<file path="config.mk">
export PLATFORM = sky130hd
export DESIGN_NAME = axis_restoring_divider
export DESIGN_NICKNAME = d
export VERILOG_FILES = /design/src/rtl/divider_pkg.sv /design/src/rtl/div_stage.sv /design/src/rtl/axis_restoring_divider.sv
export SDC_FILE = /design/constraint.sdc
export NUM_CORES = 1
export LEC_CHECK = 0
export BUFFER_PORTS_ARGS = -buffer_cell sky130_fd_sc_hd__buf_2
export CAP_MARGIN = 20
export CORE_ASPECT_RATIO = 1.5
export CORE_UTILIZATION = 40
export DETAILED_ROUTE_END_ITERATION = 10
export GPL_ROUTABILITY_DRIVEN = 0
export HOLD_SLACK_MARGIN = 0.02
export PLACE_DENSITY = 0.6
export SLEW_MARGIN = 5
export SYNTH_ARGS = -nofsm -noshare
export SYNTH_HDL_FRONTEND = slang
export SYNTH_SLANG_ARGS = --single-unit
</file>
<file path="constraint.sdc">
create_clock -name i_clk -period 2.5 [get_ports i_clk]
set_clock_uncertainty 0.05 [all_clocks]
set_input_delay 0.25 -clock i_clk [delete_from_list [all_inputs] [get_ports i_clk]]
set_output_delay 0.25 -clock i_clk [all_outputs]
set_load 0.05 [all_outputs]
</file>
<file path="src/rtl/divider_pkg.sv">
// Shared constants and the per-stage record for the pipelined restoring divider.
// Every divide stage passes one stage_t to the next.
package divider_pkg;

  localparam int WIDTH     = 8;
  localparam int FRAC_BITS = 8;
  localparam int LATENCY   = WIDTH + FRAC_BITS;
  localparam int QW        = WIDTH + FRAC_BITS;

  typedef struct packed {
    logic             valid;
    logic             dbz;
    logic [WIDTH:0]   rem;
    logic [QW-1:0]    quot;
    logic [WIDTH-1:0] divisor;
  } stage_t;

  localparam stage_t STAGE_IDLE = stage_t'({$bits(stage_t){1'b0}});

  // The quotient field starts out holding the shifted dividend.
  // Each stage shifts one numerator bit out of the top and one quotient bit in at the bottom.
  function automatic stage_t stage_seed(input logic             valid,
                                        input logic [WIDTH-1:0] dividend,
                                        input logic [WIDTH-1:0] divisor);
    stage_t s;
    s.valid   = valid;
    s.dbz     = (divisor == {WIDTH{1'b0}});
    s.rem     = {(WIDTH+1){1'b0}};
    s.quot    = {dividend, {FRAC_BITS{1'b0}}};
    s.divisor = divisor;
    return s;
  endfunction

endpackage

</file>
<file path="src/rtl/div_stage.sv">
// One registered restoring-division step.
// It shifts the next numerator bit into the partial remainder, trial-subtracts, and restores when the result is negative.
module div_stage
  import divider_pkg::*;
(
  input  logic   i_clk,
  input  logic   i_rstn,
  input  stage_t i_stage,
  output stage_t o_stage
);

  logic [WIDTH:0] trial_s;
  logic [WIDTH:0] diff_s;
  logic           take_s;
  stage_t         next_s;

  // Trial subtract. A set remainder MSB means the shifted value already exceeds any divisor.
  always_comb begin
    trial_s     = {i_stage.rem[WIDTH-1:0], i_stage.quot[QW-1]};
    diff_s      = trial_s - {1'b0, i_stage.divisor};
    take_s      = i_stage.rem[WIDTH] | (trial_s >= {1'b0, i_stage.divisor});
    next_s      = i_stage;
    next_s.rem  = take_s ? diff_s : trial_s;
    next_s.quot = {i_stage.quot[QW-2:0], take_s};
  end

  // Stage register. A reset drops whatever is in flight.
  always_ff @(posedge i_clk) begin
    if (!i_rstn) begin
      o_stage <= STAGE_IDLE;
    end else begin
      o_stage <= next_s;
    end
  end

endmodule

</file>
<file path="src/rtl/axis_restoring_divider.sv">
// Fully pipelined 8.8 unsigned divider with single-entry operand pairing and no backpressure.
// It accepts one division per clock and returns each result LATENCY cycles after issue.
module axis_restoring_divider
  import divider_pkg::*;
(
  input  logic                       i_clk,
  input  logic                       i_rstn,
  input  logic [WIDTH-1:0]           i_dividend_tdata,
  input  logic                       i_dividend_tvalid,
  input  logic [WIDTH-1:0]           i_divisor_tdata,
  input  logic                       i_divisor_tvalid,
  output logic [WIDTH+FRAC_BITS-1:0] o_dout_tdata,
  output logic                       o_dout_tvalid,
  output logic                       o_dout_tuser
);

  logic [WIDTH-1:0] dividend_hold_r;
  logic [WIDTH-1:0] divisor_hold_r;
  logic             dividend_full_r;
  logic             divisor_full_r;

  logic             issue_s;
  logic [WIDTH-1:0] issue_dividend_s;
  logic [WIDTH-1:0] issue_divisor_s;

  stage_t           pipe_s [LATENCY+1];

  // Issue selection. A live pair wins; a lone beat pairs with the other channel's held value.
  always_comb begin
    issue_s          = 1'b0;
    issue_dividend_s = i_dividend_tdata;
    issue_divisor_s  = i_divisor_tdata;
    if (i_dividend_tvalid && i_divisor_tvalid) begin
      issue_s = 1'b1;
    end else if (i_dividend_tvalid) begin
      if (divisor_full_r) begin
        issue_s         = 1'b1;
        issue_divisor_s = divisor_hold_r;
      end else begin
        issue_s = 1'b0;
      end
    end else if (i_divisor_tvalid) begin
      if (dividend_full_r) begin
        issue_s          = 1'b1;
        issue_dividend_s = dividend_hold_r;
      end else begin
        issue_s = 1'b0;
      end
    end else begin
      issue_s = 1'b0;
    end
  end

  // Holding registers. The newest lone beat overwrites; a held value survives a live pair.
  always_ff @(posedge i_clk) begin
    if (!i_rstn) begin
      dividend_hold_r <= {WIDTH{1'b0}};
      divisor_hold_r  <= {WIDTH{1'b0}};
      dividend_full_r <= 1'b0;
      divisor_full_r  <= 1'b0;
    end else if (i_dividend_tvalid && !i_divisor_tvalid) begin
      if (divisor_full_r) begin
        divisor_full_r <= 1'b0;
      end else begin
        dividend_hold_r <= i_dividend_tdata;
        dividend_full_r <= 1'b1;
      end
    end else if (i_divisor_tvalid && !i_dividend_tvalid) begin
      if (dividend_full_r) begin
        dividend_full_r <= 1'b0;
      end else begin
        divisor_hold_r <= i_divisor_tdata;
        divisor_full_r <= 1'b1;
      end
    end else begin
      dividend_hold_r <= dividend_hold_r;
      divisor_hold_r  <= divisor_hold_r;
    end
  end

  assign pipe_s[0] = stage_seed(issue_s, issue_dividend_s, issue_divisor_s);

  for (genvar k = 0; k < LATENCY; k++) begin : g_stage
    div_stage u_stage (
      .i_clk   (i_clk),
      .i_rstn  (i_rstn),
      .i_stage (pipe_s[k]),
      .o_stage (pipe_s[k+1])
    );
  end

  // Output register. Data and flag are forced to zero whenever no result is presented.
  always_ff @(posedge i_clk) begin
    if (!i_rstn) begin
      o_dout_tvalid <= 1'b0;
      o_dout_tuser  <= 1'b0;
      o_dout_tdata  <= {QW{1'b0}};
    end else begin
      o_dout_tvalid <= pipe_s[LATENCY].valid;
      o_dout_tuser  <= pipe_s[LATENCY].valid & pipe_s[LATENCY].dbz;
      o_dout_tdata  <= (pipe_s[LATENCY].valid && !pipe_s[LATENCY].dbz) ?
                       pipe_s[LATENCY].quot : {QW{1'b0}};
    end
  end

endmodule

</file>
-- Word level (Yosys, flattened, before mapping)
Cells that the tools add are included.
- input bits: 20
- register bits after elaboration: 579
- logic and storage cells: 185
- output and inout bits: 18
- add/subtract/negate cells: 15
- equal/unequal tests: 1
- magnitude comparators: 16
- reduce and logical (&&, ||, !) cells: 16
- bitwise operators: 20
- muxes and demuxes: 30
- operators with widths (operator ; count):
    $ge 9x8->1 ; 15
    $mux 9 ; 14
    $sub 9x8->9 ; 14
    $mux 8 ; 7
    $or 1x1->1 ; 15
    $reduce_and 2->1 ; 5
    $mux 1 ; 9
    $sub 1x8->9 ; 1
    $ge 1x8->1 ; 1
    $logic_not 8->1 ; 1
    $logic_and 1x1->1 ; 4
    $not 1->1 ; 4
    $logic_not 1->1 ; 3
    $reduce_and 3->1 ; 1
    $ne 2x2->1 const B ; 1
    $reduce_bool 2->1 ; 1
    $reduce_or 2->1 ; 1
    $and 1x1->1 ; 1

-- Depth between registers and ports, before layout
Gate-level depths: netlist of the first run.
- word-level depth: 6
- gate-level depth with buffers: 10
- gate-level depth less buffers: 9

-- By module
Synthesis of the first run repeated with hierarchy kept, for this count alone.
- cell total of the unflattened synthesis: 2523
- area total of the unflattened synthesis: 25438.1 um2
- modules (own cells, without submodules) (module ; area each (um2) ; cells each ; times used ; sequential area each (um2)):
    div_stage (g_stage[2].u_stage ...) ; 1490.2 ; 149 ; 8 ; 700.7
    div_stage (g_stage[0].u_stage ...) ; 1501.4 ; 150 ; 6 ; 700.7
    div_stage (g_stage[10].u_stage ...) ; 1497.7 ; 150 ; 2 ; 700.7
    axis_restoring_divider ; 1512.7 ; 131 ; 1 ; 720.7

-- Worst setup path after synthesis of the first run
Ideal clock, no wire load.
- path kind: flip-flop to flip-flop
- from: register g_stage[6].u_stage.o_stage[1] in the netlist's numbering
- to: register g_stage[7].u_stage.o_stage[29] in the netlist's numbering
- buffers on the path: 0
- stages on the path, launching flop included: 8
- setup time: 0.070 ns
- data arrival time: 2.010 ns
- data required time: 2.380 ns
- path slack: 0.370 ns
- period minus slack after synthesis: 2.130 ns
- cell sequence: dfxtp_1 > inv_1 > ha_1 > nor2b_4 > o31a_1 > o311a_1 > or4_1 > a21oi_1
- longest elaborated chain between the ends: 3
- elaborated cells on any way between the ends: 4
- classes of those cells: 1 x add/sub; 1 x order compare; 1 x mux; 1 x bitwise
- RTL lines (item ; line ; text):
    start, declared ; div_stage.sv:9 ; output stage_t o_stage
    start signal, assigned ; div_stage.sv:32 ; o_stage <= next_s;
    $ge 9x8->1 ; div_stage.sv:21 ; take_s = i_stage.rem[WIDTH] | (trial_s >= {1'b0, i_stage.divisor});
    $or 1x1->1 ; div_stage.sv:21 ;
    $mux 9 * ; div_stage.sv:23 ; next_s.rem = take_s ? diff_s : trial_s;
    end signal, assigned ; div_stage.sv:32 ;
    end, declared ; div_stage.sv:9 ;
Every way passes the cells marked *; elsewhere a longest branch is shown, timed or not.
A chain may end at the register's enable or synchronous reset.

-- Worst setup path after layout of the first run
- from: register g_stage[2].u_stage.o_stage[23] in the netlist's numbering
- to: register g_stage[3].u_stage.o_stage[30] in the netlist's numbering
- longest elaborated chain between the ends: 3
- elaborated cells on any way between the ends: 4
- classes of those cells: 1 x add/sub; 1 x order compare; 1 x mux; 1 x bitwise
- RTL lines (item ; line):
    start, declared ; div_stage.sv:9
    start signal, assigned ; div_stage.sv:32
    $ge 9x8->1 ; div_stage.sv:21
    $or 1x1->1 ; div_stage.sv:21
    $mux 9 * ; div_stage.sv:23
    end signal, assigned ; div_stage.sv:32
    end, declared ; div_stage.sv:9
Marked as above.

==> impl_metrics.json, run 1 <==
{
  "cp_top_family": "adder cells",
  "min_period_ns": 2.32,
  "grt_overflow": 0,
  "cp_slowest_cell": "fa_1",
  "r2r_slack_ns": 0.18,
  "postCtsSetupBuffers": 0,
  "cts_tree": "built",
  "critical_path_peak_fanout": 2,
  "synth.avg_cell_area_sq_um": 9.48,
  "worstMarginPinSlew_ns": 0.596,
  "syn-num-nets": 2241,
  "crit_chain": "inv_1 > ha_1 > fa_1 > nor2b_1 > o31a_1 > o21a_1 > nor3_1 > or3b_1 > a21oi_1",
  "ys_warn_count": 0,
  "core_sq_um": 48700,
  "clock.fmax_ghz": 0.432,
  "worstSetupEndpointType": "register",
  "io_buffer_count": 37,
  "synth_area_sq_um": 19800,
  "hold_viol_final": 0,
  "die_h_microns": 274,
  "num_vias": 14200,
  "dieArea_sq_um": 50400,
  "postRouteAntennaNets": 0,
  "synth_enable_flop_cells": 0,
  "clock_sink_count": 487,
  "yosysSeqAreaShare_pct": 49.3,
  "tns_ns": 0,
  "drv_cap": 0,
  "fin_ws_ns": 0.185,
  "grt_start_max_net_pins": 71,
  "drtPass1Iterations": 5,
  "critical_path_class": "reg -> reg",
  "drive_gt1_share_pct": 8.00,
  "r2r_end": "g_stage[3].u_stage.o_stage[30]",
  "synth_top_area_share_pct": 49.3,
  "synth_commonest_cells": "dfxtp_1 (487), nor2_1 (221), and2_1 (197)",
  "synth_most_common_cell": "dfxtp_1",
  "ios": 38,
  "hold_path_depth": 2,
  "yosys_register_bits": 487,
  "outcome": "complete, no violations",
  "cts-root-buf": "clkbuf_16",
  "fin_nets": 2306,
  "hp-class": "in -> reg",
  "synth_cell_type_count": 62,
  "hold_slack_ns": 0.0564,
  "antenna_found_initial": 3,
  "crit_buf_inv": 1,
  "num_rows": 99,
  "required_ns": 2.94,
  "syn_inst": 2086,
  "synth_flop_cell": "dfxtp_1",
  "power_density_nw_per_um2": 992,
  "startpoint_type": "register",
  "rsz0062_at_grt": "no",
  "cts-htree-levels": 2,
  "wl_per_cell_microns": 14.3,
  "cts_inserted_buffers": 48,
  "timing.rr.start": "g_stage[2].u_stage.o_stage[23]",
  "yosysTopAreaCell": "dfxtp_1",
  "drt-total-wl_microns": 40700,
  "setup_violations": 0,
  "clkLatencyLatePin_ns": 0.57,
  "grt_pass1_wl_microns": 68200,
  "drv_slew": 0,
  "finalPower_mw": 22.6,
  "hp-start": "i_rstn",
  "initialDrtViolationCount": 622,
  "relSlewSlack_pct": 60.2,
  "worstPathArrival_ns": 2.75,
  "vdd_drop_max_mv": 0.616,
  "cts.clk_slew.worst_paths_ns": 0.06,
  "start_util_pct": 40.6,
  "worst-r2r-cell-count": 9,
  "p_leak_nw": 9.11,
  "holdPathEnd": "g_stage[15].u_stage.o_stage[34]",
  "drc": 0,
  "async_flop_share_pct": 0,
  "viasPerCell": 4.97,
  "fin_crit_sh_pct": 92.6,
  "synth.area.top_cells": "dfxtp_1 (49%), ha_1 (7.7%), and2_1 (6.2%)",
  "max_stage_delay_ns": 0.48,
  "die_x_microns": 184,
  "dp_hpwl_microns": 29800,
  "fillers": 4622,
  "grt_use_total_pct": 16.6,
  "grt_pass1_vias": 14700,
  "area_growth_syn_to_layout_pct": 15.2,
  "pre_cts_ws_ns": 0.109,
  "clockBufferDepth": 3
}
## cell type report
| cell class | instances | area [sq um] | area share, % |
|---|---|---|---|
| sequential | 487 | 9750 | 42.8 |
| multi-input combinational | 1371 | 9170 | 40.2 |
| clock buffer | 67 | 1410 | 6.20 |
| tap | 656 | 821 | 3.60 |
| timing repair buffer | 91 | 717 | 3.15 |
| inverter | 152 | 576 | 2.53 |
| clock inverter | 20 | 344 | 1.51 |
| antenna | 3 | 7.51 | 0.0329 |
## worst max-delay path by stage
stage                                   startpoint                        endpoint  depth (start not counted)
floorplan            g_stage[6].u_stage.o_stage[1]  g_stage[7].u_stage.o_stage[29]                          7
global placement     g_stage[6].u_stage.o_stage[7]  g_stage[7].u_stage.o_stage[29]                          8
detailed placement   g_stage[6].u_stage.o_stage[5]  g_stage[7].u_stage.o_stage[29]                          8
CTS                  g_stage[6].u_stage.o_stage[7]  g_stage[7].u_stage.o_stage[29]                          8
global route         g_stage[7].u_stage.o_stage[1]  g_stage[8].u_stage.o_stage[28]                          9
finish              g_stage[2].u_stage.o_stage[23]  g_stage[3].u_stage.o_stage[30]                          9
## where the power goes
| part | switching (mW) | internal, mW | leakage [nW] | total [mW] |
|---|---|---|---|---|
| Combinational | 3.34 | 2.71 | 4.30 | 6.04 |
| Clock | 3.01 | 4.80 | 0.854 | 7.81 |
| Sequential | 0.344 | 8.41 | 3.96 | 8.75 |
| Total | 6.69 | 15.9 | 9.11 | 22.6 |
## worst register-to-register path: stages (launching register included)
cell and delay (ns):
dfxtp_1 0.31, inv_1 0.07, ha_1 0.23, fa_1 0.48
nor2b_1 0.18, o31a_1 0.19, o21a_1 0.17, nor3_1 0.05
or3b_1 0.34, a21oi_1 0.17
## stage by stage
step,cell area (sq um),instances,util (%)
2_1_floorplan,19800,2086,-
3_5_place_dp,20800,2739,42.8
5_1_grt,22800,2847,46.8
4_1_cts,22800,2844,46.7
6_report,22800,2847,46.8
3_3_place_gp,20800,2739,42.8
## flip-flops by register name (all words and copies together) (netlist names)
register / cells
o_dout_tvalid: 1
dividend_hold_r: 8
o_dout_tdata: 16
dividend_full_r: 1
divisor_full_r: 1
o_dout_tuser: 1
g_stage.u_stage.o_stage: 451
divisor_hold_r: 8
## placed cells by master, fill, tap and decap left out, types with 7 or more instances in the layout
cell type,instances
o31ai_1,13
nor4_1,11
o21ai_1,18
nand3_1,33
inv_1,151
nor2b_1,46
o21ai_0,56
buf_2,36
and2_1,197
nand4_1,23
xnor2_1,37
o211ai_1,15
ha_1,121
or3b_1,15
or3_1,15
nand2b_1,27
nor3_1,66
clkbuf_8,12
bufinv_16,8
nand2_1,87
clkbuf_16,49
buf_4,30
o41ai_1,7
fa_1,14
dfxtp_1,487
nor2_1,220
o2111ai_1,9
o31a_1,12
a211oi_1,23
a21o_1,12
a21boi_1,7
dlygate4sd3_1,18
a21oi_1,106
o21a_1,56
mux2i_1,57
## repair_timing
action	in CTS	in global routing
gates resized for setup	0	11
endpoints found under the setup margin	0	12
hold buffers	18	0
hold endpoints to repair	33	0
## per-layer routing
layer  routed length (microns)  GRT usage, %  vias up
met5                         0             0        -
met4                      1590          8.11        0
met3                      1140          2.43      108
met2                     23200          33.7      242
met1                     14700          15.8     6613
li1                          -             -     7191
## logic make-up after synthesis
| kind of cell | count (synthesis) | share of synthesized area, % |
|---|---|---|
| adders and majority gates | 135 | 9.07 |
| AOI/OAI and AO/OA | 374 | 12.5 |
| buffers and inverters | 228 | 4.51 |
| muxes | 58 | 2.94 |
| xor gates and xnor gates | 38 | 1.68 |
| and+or+nand+nor | 766 | 20.0 |
| DFF | 487 | 49.3 |
(Power assumes the default switching activity.)
==> run 2: changes to the inputs <==
==> constraint.sdc (replaced) <==
create_clock -name i_clk -period 2.7 [get_ports i_clk]
set_clock_uncertainty 0.05 [all_clocks]
set_input_delay 0.27 -clock i_clk [delete_from_list [all_inputs] [get_ports i_clk]]
set_output_delay 0.27 -clock i_clk [all_outputs]
set_load 0.05 [all_outputs]
==> run 2 against run 1 <==
Effect of this change:
- via count shrank 0.35%
- combinational power down 9.1%
- worst setup slack better by 0.034 ns
- worst hold slack gained 0.32 ns
- critical path depth did not move
- critical path type unchanged
- largest power group unchanged
==> impl_metrics.json, run 2 (synthesis gave the netlist of run 1 again) <==
{
  "clkLatencyLatePin_ns": 0.57,
  "grt_pass1_wl_microns": 65400,
  "p_leak_nw": 8.94,
  "clockBufferDepth": 3,
  "drv_slew": 0,
  "crit_start": "g_stage[5].u_stage.o_stage[1]",
  "dp_hpwl_microns": 28100,
  "largest_reg_flops": 451,
  "drt-total-wl_microns": 39300,
  "relSlewSlack_pct": 50.9,
  "dieArea_sq_um": 50400,
  "layout_common_cells": "dfxtp_1 (487), nor2_1 (221), and2_1 (197)",
  "fin_crit_sh_pct": 91.9,
  "utilization_pct": 46.1,
  "area_growth_syn_to_layout_pct": 13.4,
  "die_h_microns": 274,
  "min_period_ns": 2.48,
  "startpoint_type": "register",
  "critical_path_peak_fanout": 6,
  "tns_ns": 0,
  "cts_inserted_buffers": 47,
  "fin_nets": 2295,
  "io_buffer_count": 37,
  "timing.rr.start": "g_stage[5].u_stage.o_stage[1]",
  "vdd_drop_max_mv": 0.555,
  "r2r_slack_ns": 0.22,
  "hp-class": "reg -> reg",
  "drc": 0,
  "power_density_nw_per_um2": 893,
  "grt_overflow": 0,
  "r2r_end": "g_stage[6].u_stage.o_stage[25]",
  "wl_per_cell_microns": 13.9,
  "crit_path_end": "g_stage[6].u_stage.o_stage[25]",
  "grt_use_total_pct": 15.8,
  "worstMarginPinSlew_ns": 0.735,
  "antenna_found_initial": 0,
  "cts.clk_slew.worst_paths_ns": 0.07,
  "hold_viol_final": 0,
  "num_antenna_cells": 0,
  "start_util_pct": 40.6,
  "drtPass1Iterations": 5,
  "setup_violations": 0,
  "postCtsSetupBuffers": 0,
  "dp_cells": 2728,
  "num_vias": 14100,
  "worst-r2r-cell-count": 9,
  "outcome": "complete, no violations",
  "required_ns": 3.13,
  "cts_tree": "built",
  "layout_commonest_cell": "dfxtp_1",
  "grt_pass1_vias": 14400,
  "top_regs": "g_stage.u_stage.o_stage x451, o_dout_tdata x16",
  "initialDrtViolationCount": 574,
  "rsz0062_at_grt": "no",
  "regMostFlops": "g_stage.u_stage.o_stage",
  "critical_path_class": "reg -> reg",
  "cts-htree-levels": 2,
  "postRouteAntennaNets": 0,
  "grt_start_max_net_pins": 129,
  "clock_sink_count": 487,
  "viasPerCell": 4.99,
  "cts-root-buf": "clkbuf_16",
  "core_sq_um": 48700,
  "layout.cells.non_filler": 2828,
  "ios": 38,
  "worstPathArrival_ns": 2.91,
  "drive_gt1_share_pct": 6.72,
  "worstSetupEndpointType": "register",
  "num_rows": 99,
  "clock.fmax_ghz": 0.403,
  "die_x_microns": 184,
  "drv_cap": 0
}
-- run 2: changes by cell type in the layout (fill, tap and decap cells not counted), sizes merged --
cell | previous run | this run
bufinv | 8 | 3
diode | 3 | 0
clkinv | 6 | 8
buf | 73 | 62
clkinvlp | 4 | 2
dlygate4sd3 | 18 | 19
inv | 154 | 153
-- run 2: layout make-up --
type	instances	area [sq um]
clock inverters	14	194
well taps	656	821
inverters	152	576
clock buffers	67	1330
flip-flops and latches	487	9750
repair buffers	81	619
fillers	4639	26300
multi-input cells	1371	9140
-- run 2: stage by stage --
stage	total power [mW]	setup slack (ns)	hold slack, ns	area [sq um]
6_report	20.0	0.219	0.373	22400
2_1_floorplan	12.4	0.570	0.356	19800
3_5_place_dp	13.6	0.128	0.364	20700
3_3_place_gp	13.5	0.212	0.361	20700
5_1_grt	21.2	0.0616	0.374	22400
4_1_cts	20.2	0.105	0.373	22400
-- run 2: metal layers --
| layer | vias to the layer above | wire, microns | GRT usage [%] | share of wire (%) |
|---|---|---|---|---|
| met2 | 238 | 21800 | 31.9 | 55 |
| met3 | 120 | 1090 | 2.26 | 2.8 |
| met5 | - | 0 | 0 | 0 |
| met4 | 0 | 1770 | 8.18 | 4.5 |
| met1 | 6593 | 14700 | 15.1 | 37 |
| li1 | 7153 | - | - | - |
-- run 2: worst max-delay path, cell delays in order (launching register included) --
cell and delay [ns]:
dfxtp_1 0.36, inv_1 0.08, ha_1 0.30, nor2b_1 0.15, o31ai_1 0.41, nor3b_1 0.35, o21a_2 0.30, buf_4 0.17
nor2b_1 0.05, a211oi_1 0.19
-- run 2: what timing repair did --
item | in CTS | in global routing
resized for setup | 0 | 1
endpoints found under the hold margin | 36 | 0
hold buffers | 19 | 0
setup endpoints to repair | 0 | 2
-- run 2: where the power goes --
group | leakage, nW | internal (mW) | switching, mW
clock network | 0.741 | 3.74 | 2.73
logic | 4.24 | 2.40 | 3.10
registers | 3.96 | 7.79 | 0.293
total | 8.94 | 13.9 | 6.12
-- run 2: how the worst min path moves through the flow --
stage                                     from                        endpoint  slack [ns]  cells past startpoint
2_1_floorplan   g_stage[15].u_stage.o_stage[8]                 o_dout_tdata[0]        0.36                      1
3_3_place_gp   g_stage[15].u_stage.o_stage[10]                 o_dout_tdata[2]        0.36                      1
3_5_place_dp   g_stage[15].u_stage.o_stage[17]                 o_dout_tdata[9]        0.36                      1
4_1_cts         g_stage[6].u_stage.o_stage[10]  g_stage[7].u_stage.o_stage[11]        0.37                      1
5_1_grt         g_stage[7].u_stage.o_stage[10]  g_stage[8].u_stage.o_stage[11]        0.37                      1
6_report        g_stage[6].u_stage.o_stage[10]  g_stage[7].u_stage.o_stage[11]        0.37                      1
==> run 3: changes to the inputs <==
--- a/config.mk
+++ b/config.mk
@@ -8,12 +8,13 @@
 export BUFFER_PORTS_ARGS = -buffer_cell sky130_fd_sc_hd__buf_2
 export CAP_MARGIN = 20
 export CORE_ASPECT_RATIO = 1.5
-export CORE_UTILIZATION = 40
+export CORE_UTILIZATION = 25
 export DETAILED_ROUTE_END_ITERATION = 10
 export GPL_ROUTABILITY_DRIVEN = 0
 export HOLD_SLACK_MARGIN = 0.02
-export PLACE_DENSITY = 0.6
-export SLEW_MARGIN = 5
+export PLACE_DENSITY = 0.44
+export RECOVER_POWER = 25
+export SLEW_MARGIN = 20
 export SYNTH_ARGS = -nofsm -noshare
 export SYNTH_HDL_FRONTEND = slang
 export SYNTH_SLANG_ARGS = --single-unit
==> run 3 against run 2 <==
Effect of this change:
- combinational power is 1% lower
- die area rose by 59%
- wire length up 7.8%
==> impl_metrics.json, run 3 (synthesis gave the netlist of run 1 again) <==
{
  "crit_start": "g_stage[2].u_stage.o_stage[6]",
  "cp_slowest_cell": "nor2b_1",
  "cts.clk_slew.worst_paths_ns": 0.06,
  "largest_reg_flops": 451,
  "cts_inserted_buffers": 51,
  "critical_path_peak_fanout": 8,
  "layout_common_cells": "dfxtp_1 (487), nor2_1 (221), and2_1 (172)",
  "initialDrtViolationCount": 416,
  "core_sq_um": 78500,
  "die_x_microns": 232,
  "hp-class": "reg -> reg",
  "area_growth_syn_to_layout_pct": 16.6,
  "wl_per_cell_microns": 13.2,
  "timing.rr.start": "g_stage[2].u_stage.o_stage[6]",
  "drt-total-wl_microns": 42300,
  "grt_use_total_pct": 10.5,
  "crit_chain": "inv_1 > ha_1 > a21oi_1 > nand2_1 > o211ai_1 > nor2b_1 > buf_4 > mux2i_1 > nor2_1",
  "layout.cells.non_filler": 3208,
  "num_vias": 14000,
  "regMostFlops": "g_stage.u_stage.o_stage",
  "layout_commonest_cell": "dfxtp_1",
  "worstPathArrival_ns": 2.85,
  "p_leak_nw": 9.01,
  "drtPass1Iterations": 5,
  "max_stage_delay_ns": 0.52,
  "vdd_drop_max_mv": 0.482,
  "start_util_pct": 25.2,
  "fin_nets": 2301,
  "dieArea_sq_um": 80300,
  "setup_violations": 0,
  "dp_cells": 3098,
  "clockBufferDepth": 3,
  "dp_hpwl_microns": 30600,
  "cts-htree-levels": 2,
  "utilization_pct": 29.4,
  "clkLatencyLatePin_ns": 0.60,
  "drv_cap": 0,
  "clock.fmax_ghz": 0.414,
  "die_h_microns": 346,
  "ios": 38,
  "fin_crit_sh_pct": 89.4,
  "cts_resized": 0,
  "num_antenna_cells": 0,
  "hold_slack_ns": 0.360,
  "worstSetupEndpointType": "register",
  "postRouteAntennaNets": 0,
  "hp-start": "g_stage[9].u_stage.o_stage[11]",
  "worstMarginPinSlew_ns": 0.668,
  "cts_tree": "built",
  "rsz0062_at_grt": "no",
  "outcome": "complete, no violations",
  "drv_slew": 0,
  "fillers": 8271,
  "hold_viol_final": 0,
  "top_regs": "g_stage.u_stage.o_stage x451, o_dout_tdata x16",
  "finalPower_mw": 20.7,
  "tns_ns": 0,
  "antenna_found_initial": 0,
  "power_density_nw_per_um2": 896,
  "required_ns": 3.14,
  "num_rows": 126,
  "clock_sink_count": 487,
  "grt_pass1_wl_microns": 69300,
  "grt_start_max_net_pins": 142,
  "grt_overflow": 0,
  "drc": 0,
  "viasPerCell": 4.37,
  "drive_gt1_share_pct": 6.96,
  "cts-root-buf": "clkbuf_16",
  "startpoint_type": "register",
  "min_period_ns": 2.41,
  "critical_path_class": "reg -> reg",
  "r2r_slack_ns": 0.29,
  "relSlewSlack_pct": 55.4,
  "grt_pass1_vias": 14400,
  "io_buffer_count": 37
}
-- run 3: stage by stage --
| step | area (sq um) | setup slack [ns] |
|---|---|---|
| detailed placement | 21200 | 0.255 |
| floorplan | 19800 | 0.570 |
| global route | 23100 | 0.0133 |
| global placement | 21200 | 0.326 |
| finish | 23100 | 0.287 |
| CTS | 23100 | 0.239 |
-- run 3: report_power, final --
part | total (mW) | leakage [nW] | internal [mW] | switching, mW
sequential | 8.09 | 3.96 | 7.79 | 0.306
clock | 7.14 | 0.841 | 4.27 | 2.86
combinational | 5.43 | 4.21 | 2.39 | 3.03
total | 20.7 | 9.01 | 14.5 | 6.20
-- run 3: path summary, 6_finish.rpt --
| check | end | depth (start not counted) |
|---|---|---|
| hold / removal | g_stage[10].u_stage.o_stage[12] | 1 |
| setup / recovery | g_stage[3].u_stage.o_stage[26] | 9 |
| setup reg to reg | g_stage[3].u_stage.o_stage[26] | 9 |
| hold reg to reg | g_stage[10].u_stage.o_stage[12] | 1 |
-- run 3: repair_timing --
action / in CTS / in global routing
hold buffers: 19 / 0
endpoints found under the hold margin: 36 / 0
buffers inserted: 0 / 0
-- run 3: cell type report --
cell class / count / area, sq um / share of cell area, %
clock buffers: 77 / 1490 / 6.44
clock inverters: 14 / 235 / 1.02
inverters: 152 / 578 / 2.51
multi-input cells: 1371 / 9140 / 39.6
flip-flops and latches: 487 / 9750 / 42.3
well taps: 1024 / 1280 / 5.55
repair buffers: 83 / 598 / 2.59
-- run 3: critical path: cells and delay by family, from the launching register on --
family,cells,cell delay (ns)
AOI/OAI and AO/OA,2,0.45
muxes,1,0.20
adders and majority gates,1,0.36
DFF,1,0.30
buffers and inverters,2,0.30
and+or+nand+nor,3,0.65
-- run 3: layer usage --
metal	routed length [microns]	vias up	track usage [%]
met1	16000	6511	10.2
met2	23500	210	21.1
li1	-	7168	-
met5	0	-	0
met4	1610	0	4.74
met3	1230	115	1.78
